===== src/rtl/fft_ser_pkg.sv =====
// Shared constants for the FFT-lane serializer scheduler: FSM encoding and
// default geometry of frames, words and the RUN watchdog.
package fft_ser_pkg;

  localparam int FRAME_W_DEF = 256;
  localparam int WORD_W_DEF  = 16;
  localparam int TIMEOUT_DEF = 64;
  localparam int CNT_W_DEF   = 16;

  localparam int ST_W = 2;
  localparam logic [ST_W-1:0] ST_IDLE  = 2'd0;
  localparam logic [ST_W-1:0] ST_START = 2'd1;
  localparam logic [ST_W-1:0] ST_RUN   = 2'd2;

endpackage


===== src/rtl/rr_arb2.sv =====
// Two-requester round-robin arbiter; the pointer names the source that wins
// a tie and is kept by the caller.
module rr_arb2 (
  input  logic [1:0] req,
  input  logic       ptr,
  output logic [1:0] gnt,
  output logic       gnt_id
);

  always_comb begin
    gnt_id = 1'b0;
    if (req == 2'b11) begin
      gnt_id = ptr;
    end else if (req[1]) begin
      gnt_id = 1'b1;
    end
    gnt = 2'b00;
    if (req != 2'b00) begin
      gnt = gnt_id ? 2'b10 : 2'b01;
    end
  end

endmodule


===== src/rtl/ser_frame_scheduler.sv =====
// Shares one serializer between two frame producers: round-robin accept,
// start pulse, beat accounting at done and a RUN-state watchdog.
module ser_frame_scheduler
  import fft_ser_pkg::*;
#(
  parameter int FRAME_W = FRAME_W_DEF,
  parameter int WORD_W  = WORD_W_DEF,
  parameter int TIMEOUT = TIMEOUT_DEF,
  parameter int CNT_W   = CNT_W_DEF
) (
  input  logic               clk,
  input  logic               reset,
  input  logic [FRAME_W-1:0] src0_frame,
  input  logic               src0_valid,
  output logic               src0_ready,
  input  logic [FRAME_W-1:0] src1_frame,
  input  logic               src1_valid,
  output logic               src1_ready,
  output logic               ser_start,
  output logic [FRAME_W-1:0] ser_data,
  output logic               ser_src,
  input  logic               ser_valid,
  input  logic               ser_done,
  output logic               busy,
  output logic [CNT_W-1:0]   frames_done,
  output logic               err_timeout,
  output logic               err_beats,
  input  logic               clear_err
);

  localparam int WORDS  = FRAME_W / WORD_W;
  localparam int TMR_W  = $clog2(TIMEOUT) + 1;
  localparam int BEAT_W = $clog2(TIMEOUT + 1) + 1;
  localparam logic [TMR_W-1:0]  TMR_LAST = TMR_W'(TIMEOUT - 1);
  localparam logic [BEAT_W-1:0] BEATS_OK = BEAT_W'(WORDS);

  logic [ST_W-1:0]    state_q, state_d;
  logic               rr_q, rr_d;
  logic [FRAME_W-1:0] data_q, data_d;
  logic               src_q, src_d;
  logic [BEAT_W-1:0]  beat_q, beat_d, beat_now;
  logic [TMR_W-1:0]   timer_q, timer_d;
  logic [CNT_W-1:0]   frames_q, frames_d;
  logic               err_to_q, err_to_d;
  logic               err_bt_q, err_bt_d;
  logic [1:0]         gnt;
  logic               gnt_id;

  rr_arb2 u_arb (
    .req    ({src1_valid, src0_valid}),
    .ptr    (rr_q),
    .gnt    (gnt),
    .gnt_id (gnt_id)
  );

  // A ser_valid arriving together with ser_done still counts toward the frame.
  assign beat_now = beat_q + BEAT_W'(ser_valid);

  always_comb begin
    state_d  = state_q;
    rr_d     = rr_q;
    data_d   = data_q;
    src_d    = src_q;
    beat_d   = beat_q;
    timer_d  = timer_q;
    frames_d = frames_q;
    err_to_d = clear_err ? 1'b0 : err_to_q;
    err_bt_d = clear_err ? 1'b0 : err_bt_q;
    case (state_q)
      ST_IDLE: begin
        if (gnt != 2'b00) begin
          data_d  = gnt_id ? src1_frame : src0_frame;
          src_d   = gnt_id;
          state_d = ST_START;
        end
      end
      ST_START: begin
        beat_d  = '0;
        timer_d = '0;
        state_d = ST_RUN;
      end
      ST_RUN: begin
        beat_d  = beat_now;
        timer_d = timer_q + TMR_W'(1);
        // Done takes priority over a watchdog expiry in the same cycle.
        if (ser_done) begin
          if (beat_now == BEATS_OK) begin
            frames_d = frames_q + CNT_W'(1);
          end else begin
            err_bt_d = 1'b1;
          end
          rr_d    = ~src_q;
          state_d = ST_IDLE;
        end else if (timer_q == TMR_LAST) begin
          err_to_d = 1'b1;
          rr_d     = ~src_q;
          state_d  = ST_IDLE;
        end
      end
      default: state_d = ST_IDLE;
    endcase
  end

  always_ff @(posedge clk or posedge reset) begin
    if (reset) begin
      state_q  <= ST_IDLE;
      rr_q     <= 1'b0;
      data_q   <= '0;
      src_q    <= 1'b0;
      beat_q   <= '0;
      timer_q  <= '0;
      frames_q <= '0;
      err_to_q <= 1'b0;
      err_bt_q <= 1'b0;
    end else begin
      state_q  <= state_d;
      rr_q     <= rr_d;
      data_q   <= data_d;
      src_q    <= src_d;
      beat_q   <= beat_d;
      timer_q  <= timer_d;
      frames_q <= frames_d;
      err_to_q <= err_to_d;
      err_bt_q <= err_bt_d;
    end
  end

  assign src0_ready  = (state_q == ST_IDLE) && !reset && gnt[0];
  assign src1_ready  = (state_q == ST_IDLE) && !reset && gnt[1];
  assign ser_start   = (state_q == ST_START);
  assign busy        = (state_q == ST_START) || (state_q == ST_RUN);
  assign ser_data    = data_q;
  assign ser_src     = src_q;
  assign frames_done = frames_q;
  assign err_timeout = err_to_q;
  assign err_beats   = err_bt_q;

endmodule


===== config.mk =====
export PLATFORM = sky130hd
export DESIGN_NAME = ser_frame_scheduler
export DESIGN_NICKNAME = d
export VERILOG_FILES = /design/src/rtl/fft_ser_pkg.sv /design/src/rtl/rr_arb2.sv /design/src/rtl/ser_frame_scheduler.sv
export SDC_FILE = /design/constraint.sdc
export NUM_CORES = 1
export LEC_CHECK = 0
export BUFFER_PORTS_ARGS = -buffer_cell sky130_fd_sc_hd__buf_4
export CAP_MARGIN = 15
export CELL_PAD_IN_SITES_DETAIL_PLACEMENT = 2
export CELL_PAD_IN_SITES_GLOBAL_PLACEMENT = 2
export CORE_AREA = 3 3 310 312
export CTS_CLUSTER_SIZE = 12
export DETAILED_ROUTE_END_ITERATION = 10
export DIE_AREA = 0 0 313 315
export HOLD_SLACK_MARGIN = 0.06
export PLACE_DENSITY = 0.61
export SLEW_MARGIN = 40
export SYNTH_ARGS = -nofsm -noshare
export SYNTH_HDL_FRONTEND = slang
export SYNTH_SLANG_ARGS = --single-unit

===== constraint.sdc =====
create_clock -name clk -period 8.3 [get_ports clk]
set_input_delay 0 -clock clk [delete_from_list [all_inputs] [get_ports clk]]
set_output_delay 0 -clock clk [all_outputs]
set_load 0.01 [all_outputs]

---- After elaboration in Yosys (flattened, before gate mapping) ----
Cells that the tools add are included.
Widths: inputs -> output; s select.
word-level totals
  flip-flop bits (word level) ............. 293
  bits in latches ......................... 0
  memory bits (writable) .................. 0
  bits in read-only memories .............. 0
  output and inout bits ................... 279
  memories ................................ 0
operators by class
  add/subtract/negate cells ............... 3
  multiply operators ...................... 0
  divide/modulo/power cells ............... 0
  magnitude comparators ................... 0
  equality and inequality tests ........... 7
  shifts and indexed selects .............. 0
  muxes and demuxes ....................... 21
  bitwise gates (word level) .............. 1
  reduce and logical (&&, ||, !) cells .... 14
operators by type and width
  kind                   number
  $mux 256               1
  $add 16x1->16 const B  1
  $pmux 8 s2             1
  $pmux 7 s2             1
  $mux 1                 12
  $mux 2                 5
  $add 8x1->8            1
  $eq 8x5->1 const B     1
  $reduce_bool 2->1      4
  $add 7x1->7 const B    1
  $eq 7x6->1 const B     1
  $pmux 2 s3             1
  $reduce_and 2->1       3
  $eq 2x2->1 const B     2
  $logic_and 1x1->1      3
  $ne 3x3->1 const B     1
  $reduce_and 3->1       1
  $eq 2x1->1 const B     1
  $logic_not 2->1        1
  $ne 2x2->1 const B     1
  $logic_not 1->1        1
  $logic_or 1x1->1       1
  $not 1->1              1

---- Logic depth before layout (Yosys ltp) ----
  word-level depth ........................ 7
  mapped depth ............................ 8

---- Modules after synthesis ----
Synthesis repeated with hierarchy kept, for this count alone.
unflattened totals
  cell total of the unflattened synthesis .. 1309
  area, all modules ....................... 13545.5 um^2
by module, submodules not included
  module               times used  cells each  area each (um^2)  seq. area each (um^2)
  ser_frame_scheduler  1           1305        13519.2           7332.0
  rr_arb2              1           4           26.3              0.0

---- Worst setup path after synthesis ----
OpenSTA, ideal clock, no wires.
  path type ............................... input to output
  from .................................... input reset
  to ...................................... output src1_ready
  arrival ................................. 6.857 ns
  required time ........................... 8.300 ns
  setup slack ............................. 1.443 ns
  stages on the path ...................... 2
  buffers on the path ..................... 0
  cell sequence ........................... inv_1 > and3_1
on the way
  word-level cells in the longest chain between the ends .. 3
ends and longest elaborated chain
  what                            line                        RTL
  start: declaration              ser_frame_scheduler.sv:12   input logic reset,
  $logic_not 1->1                 ser_frame_scheduler.sv:129  assign src1_ready = (state_q == ST_IDLE) && !reset && gnt[1];
  $logic_and 1x1->1 (2 in a row)  ser_frame_scheduler.sv:129
  end: declaration                ser_frame_scheduler.sv:18   output logic src1_ready,
No other way between the ends.

---- Worst setup path after layout ----
  from .................................... register rr_q
  to ...................................... register data_q[178] (netlist: ser_data[178])
on the way
  word-level cells in the longest chain between the ends .. 5
  elaborated cells on any way between the ends .. 6
  classes of those cells .................. 4 x mux; 2 x reduce/logical
ends and longest elaborated chain
  what                               line                        RTL
  start: declaration                 ser_frame_scheduler.sv:38   logic rr_q, rr_d;
  start signal: assignment           ser_frame_scheduler.sv:117  rr_q <= rr_d;
  $mux 1 *                           rr_arb2.sv:12               if (req == 2'b11) begin
  $mux 2                             rr_arb2.sv:19               gnt = gnt_id ? 2'b10 : 2'b01;
  $mux 2                             rr_arb2.sv:18               if (req != 2'b00) begin
  $reduce_bool 2->1                  ser_frame_scheduler.sv:71   if (gnt != 2'b00) begin
  $reduce_and 2->1 (no source line)  --
  end signal: assignment             ser_frame_scheduler.sv:118  data_q <= data_d;
  end: declaration                   ser_frame_scheduler.sv:39   logic [FRAME_W-1:0] data_q, data_d;
Every way passes the cells marked *; elsewhere a longest branch is shown, timed or not.
A chain may end at the register's enable or synchronous reset.

==> impl_metrics.tcl <==
set metrics [dict create \
    yosysWarnings 0 \
    yosysSeqAreaShare_pct 54.2 \
    finalCritPeriodShare_pct 42.0 \
    avgSynthCellArea_um2 10.4 \
    end_kind "flop" \
    final_core_util_pct 29.3 \
    io_pins 798 \
    crit_required_ns 8.71 \
    hold_violations 0 \
    grt_pass1_wl_um 114000 \
    ir_worst_vdd_mv 0.146 \
    antenna_left 0 \
    route.detailed.drc 0 \
    num_vias 15300 \
    track_usage_pct 14.9 \
    cp.arrival_ns 3.90 \
    setup_slack_ns 4.81 \
    globalRouteOverflowTotal 0 \
    fin_skew_ns 0.0164 \
    drive_gt1_share_pct 33.6 \
    rsz0062_at_grt "false" \
    p_int_w 0.00471 \
    fmax_mhz 287 \
    power.share.combinational_pct 46.5 \
    seq_power_share_pct 32.5 \
    dp_hpwl_um 49900 \
    numCtsBuffers 39 \
    worst_slew_pin_slew_ns 0.971 \
    fp.dieArea_um2 98600 \
    port_buffers 797 \
    period_minus_slack_ns 3.49 \
    multiInputGateArea_um2 5750 \
    grt_max_degree 220 \
    start_util_pct 14.5 \
    drv_slew 0 \
    cts_root_buffer "clkbuf_16" \
    nNetsFinal 3107 \
    gp_congestion 0.866 \
    clock_sinks 293 \
    syn_nets 1823 \
    path_class "flop to flop" \
    maxCapViolations 0 \
    grt_pass1_vias 18200 \
    die_x_um 313 \
    min_path_type "primary input to flop" \
    die_y_um 315 \
    path_clk_slew_ns 0.06 \
    fillers 10300 \
    swShare_pct 39.2 \
    rows 112 \
    synth_cells 1297 \
    place_ws_ns 5.46 \
    startpoint_type "flop" \
    drt_iter0_markers 466 \
    ys_types 43 \
    viasPerCell 3.97 \
    antenna_found_initial 2 \
    area_delta_synth_final_pct 102 \
    cts_tree "built" \
    htreeDepth 2 \
    wl_um 77100 \
    status "finished, final reports clean" \
    ys_seq_elements 293 \
    synthesis.area_um2 13500 \
    cellLeakagePower_nw 12.9 \
    cts_buffer_depth 3 \
    relSlewSlack_pct 35.2 \
    p_switching_w 0.00303 \
    dr.pass1.iters 4 \
    pwr-share-clk_pct 21.1 \
    setup_viol 0 \
    fin_setup_tns_ns 0 \
    wl_per_cell_um 19.9 \
    coreArea_um2 93300 \
    seq_area_um2 7330 \
    clk_latency_ns 0.56 \
    p_per_area_nw_per_um2 283 \
    path_max_fanout 73 \
]
-- cells in the mapped netlist, drive strengths merged --
cell type	count	area (um^2)
dfrtp	293	7330
o21ai	274	1380
nand2	272	1020
mux2i	258	2580
buf	48	264
clkbuf	41	154
nand3	15	75.1
inv	14	52.6
xnor2	13	114
nor2	10	37.5
ha	7	87.6
nand4	7	43.8
a21oi	6	30.0
and3	4	26.3
nor3	4	20.0
and4	3	27.5
o2bb2ai	3	26.3
xor2	3	26.3
a211oi	2	40.0
a22o	2	18.8
and2	2	12.5
and2b	2	15.0
mux2	2	22.5
or3	2	17.5
a21boi	1	7.51
and3b	1	8.76
nand2b	1	6.26
nor4	1	21.3
o221ai	1	26.3
o22a	1	8.76
o22ai	1	6.26
o31ai	1	7.51
o32ai	1	8.76
o41ai	1	8.76
-- repair_timing --
item / in CTS / in global routing
hold endpoints to repair: 365 / 29
setup buffers: 0 / 0
gates resized for setup: 0 / 0
hold buffers: 520 / 1
-- power by group through the flow --
stage | clock [W] | sequential (W) | combinational (W)
final | 0.00163 | 0.00251 | 0.00360
after global routing | 0.00176 | 0.00260 | 0.00393
after CTS | 0.00170 | 0.00249 | 0.00350
after detailed placement | 0 | 0.00251 | 0.00317
after global placement | 0 | 0.00247 | 0.00305
after floorplan | 0 | 0.00269 | 0.00115
-- per-layer routing --
| metal | part of all wire, % | up-vias | GRT usage (%) |
|---|---|---|---|
| met5 | 0 | - | 0 |
| met4 | 4.5 | 0 | 6.91 |
| met3 | 5.6 | 156 | 3.38 |
| met2 | 53 | 558 | 27.6 |
| met1 | 37 | 7578 | 16.1 |
| li1 | - | 7051 | - |
-- cells in the final DEF (no fill, tap or decap), drive strengths merged, types with 3 or more instances in the layout --
master	n
o21ai	274
nand4	7
a21oi	6
xnor2	13
dfrtp	293
nand2	272
xor2	3
o2bb2ai	3
buf	811
nor3	4
nor2	10
clkbuf	63
inv	17
and3	4
dlygate4sd3	521
and4	3
mux2i	258
nand3	15
ha	7
-- area by class of cell --
| type | count | area share, % |
|---|---|---|
| antenna | 2 | 0.0183 |
| clock buffer | 63 | 4.22 |
| clock inverter | 5 | 0.132 |
| inverter | 14 | 0.219 |
| multi-input combinational | 901 | 21.0 |
| sequential | 293 | 26.8 |
| tap | 1254 | 5.73 |
| timing repair buffer | 1332 | 41.9 |
-- cells by family (layout without fill, tap and decap cells) --
group / count (synthesis) / in the layout / share of synthesized area [%]
AOI/OAI and AO/OA: 294 / 294 / 11.6
muxes: 260 / 260 / 19.2
other: 0 / 2 / 0
xor gates and xnor gates: 16 / 16 / 1.04
DFF: 293 / 293 / 54.2
adders and majority gates: 7 / 7 / 0.647
and+or+nand+nor: 324 / 324 / 9.84
buffers and inverters: 103 / 1414 / 3.48
-- sequential cells by signal (all words and copies together) (netlist names) --
register,cells
beat_q,8
err_beats,1
err_timeout,1
frames_done,16
rr_q,1
ser_data,256
ser_src,1
state_q,2
timer_q,7
-- worst max-delay path, cell delays in order (launching register included) --
cell           delay [ns]
dfrtp_1              0.34
inv_1                0.08
a21boi_4             0.39
buf_4                0.53
buf_12               0.38
buf_16               0.42
mux2i_1              0.28
dlygate4sd3_1        0.63
o21ai_1              0.10
-- stage by stage --
step                      hold slack (ns)  cell area (um^2)  total power [W]  std cells
final                               0.230             27400          0.00774       3864
after global placement              0.165             20800          0.00552       3267
after detailed placement            0.177             20900          0.00567       3271
after floorplan                    0.0544             13500          0.00384       1297
after global routing                0.215             27400          0.00829       3864
after CTS                           0.119             27300          0.00769       3859
-- worst paths after layout --
path / from / to / slack [ns] / cells after the start
worst min-delay path: clear_err / err_beats / 0.23 / 3
max in group asynchronous: reset / ser_data[129] / 6.41 / 7
worst max register to register: rr_q / ser_data[178] / 4.81 / 8
worst min register to register: ser_data[62] / ser_data[62] / 0.48 / 2
min in group asynchronous: reset / ser_data[30] / 0.53 / 4
worst max-delay path: rr_q / ser_data[178] / 4.81 / 8
Power figures use the tool's default switching activity.
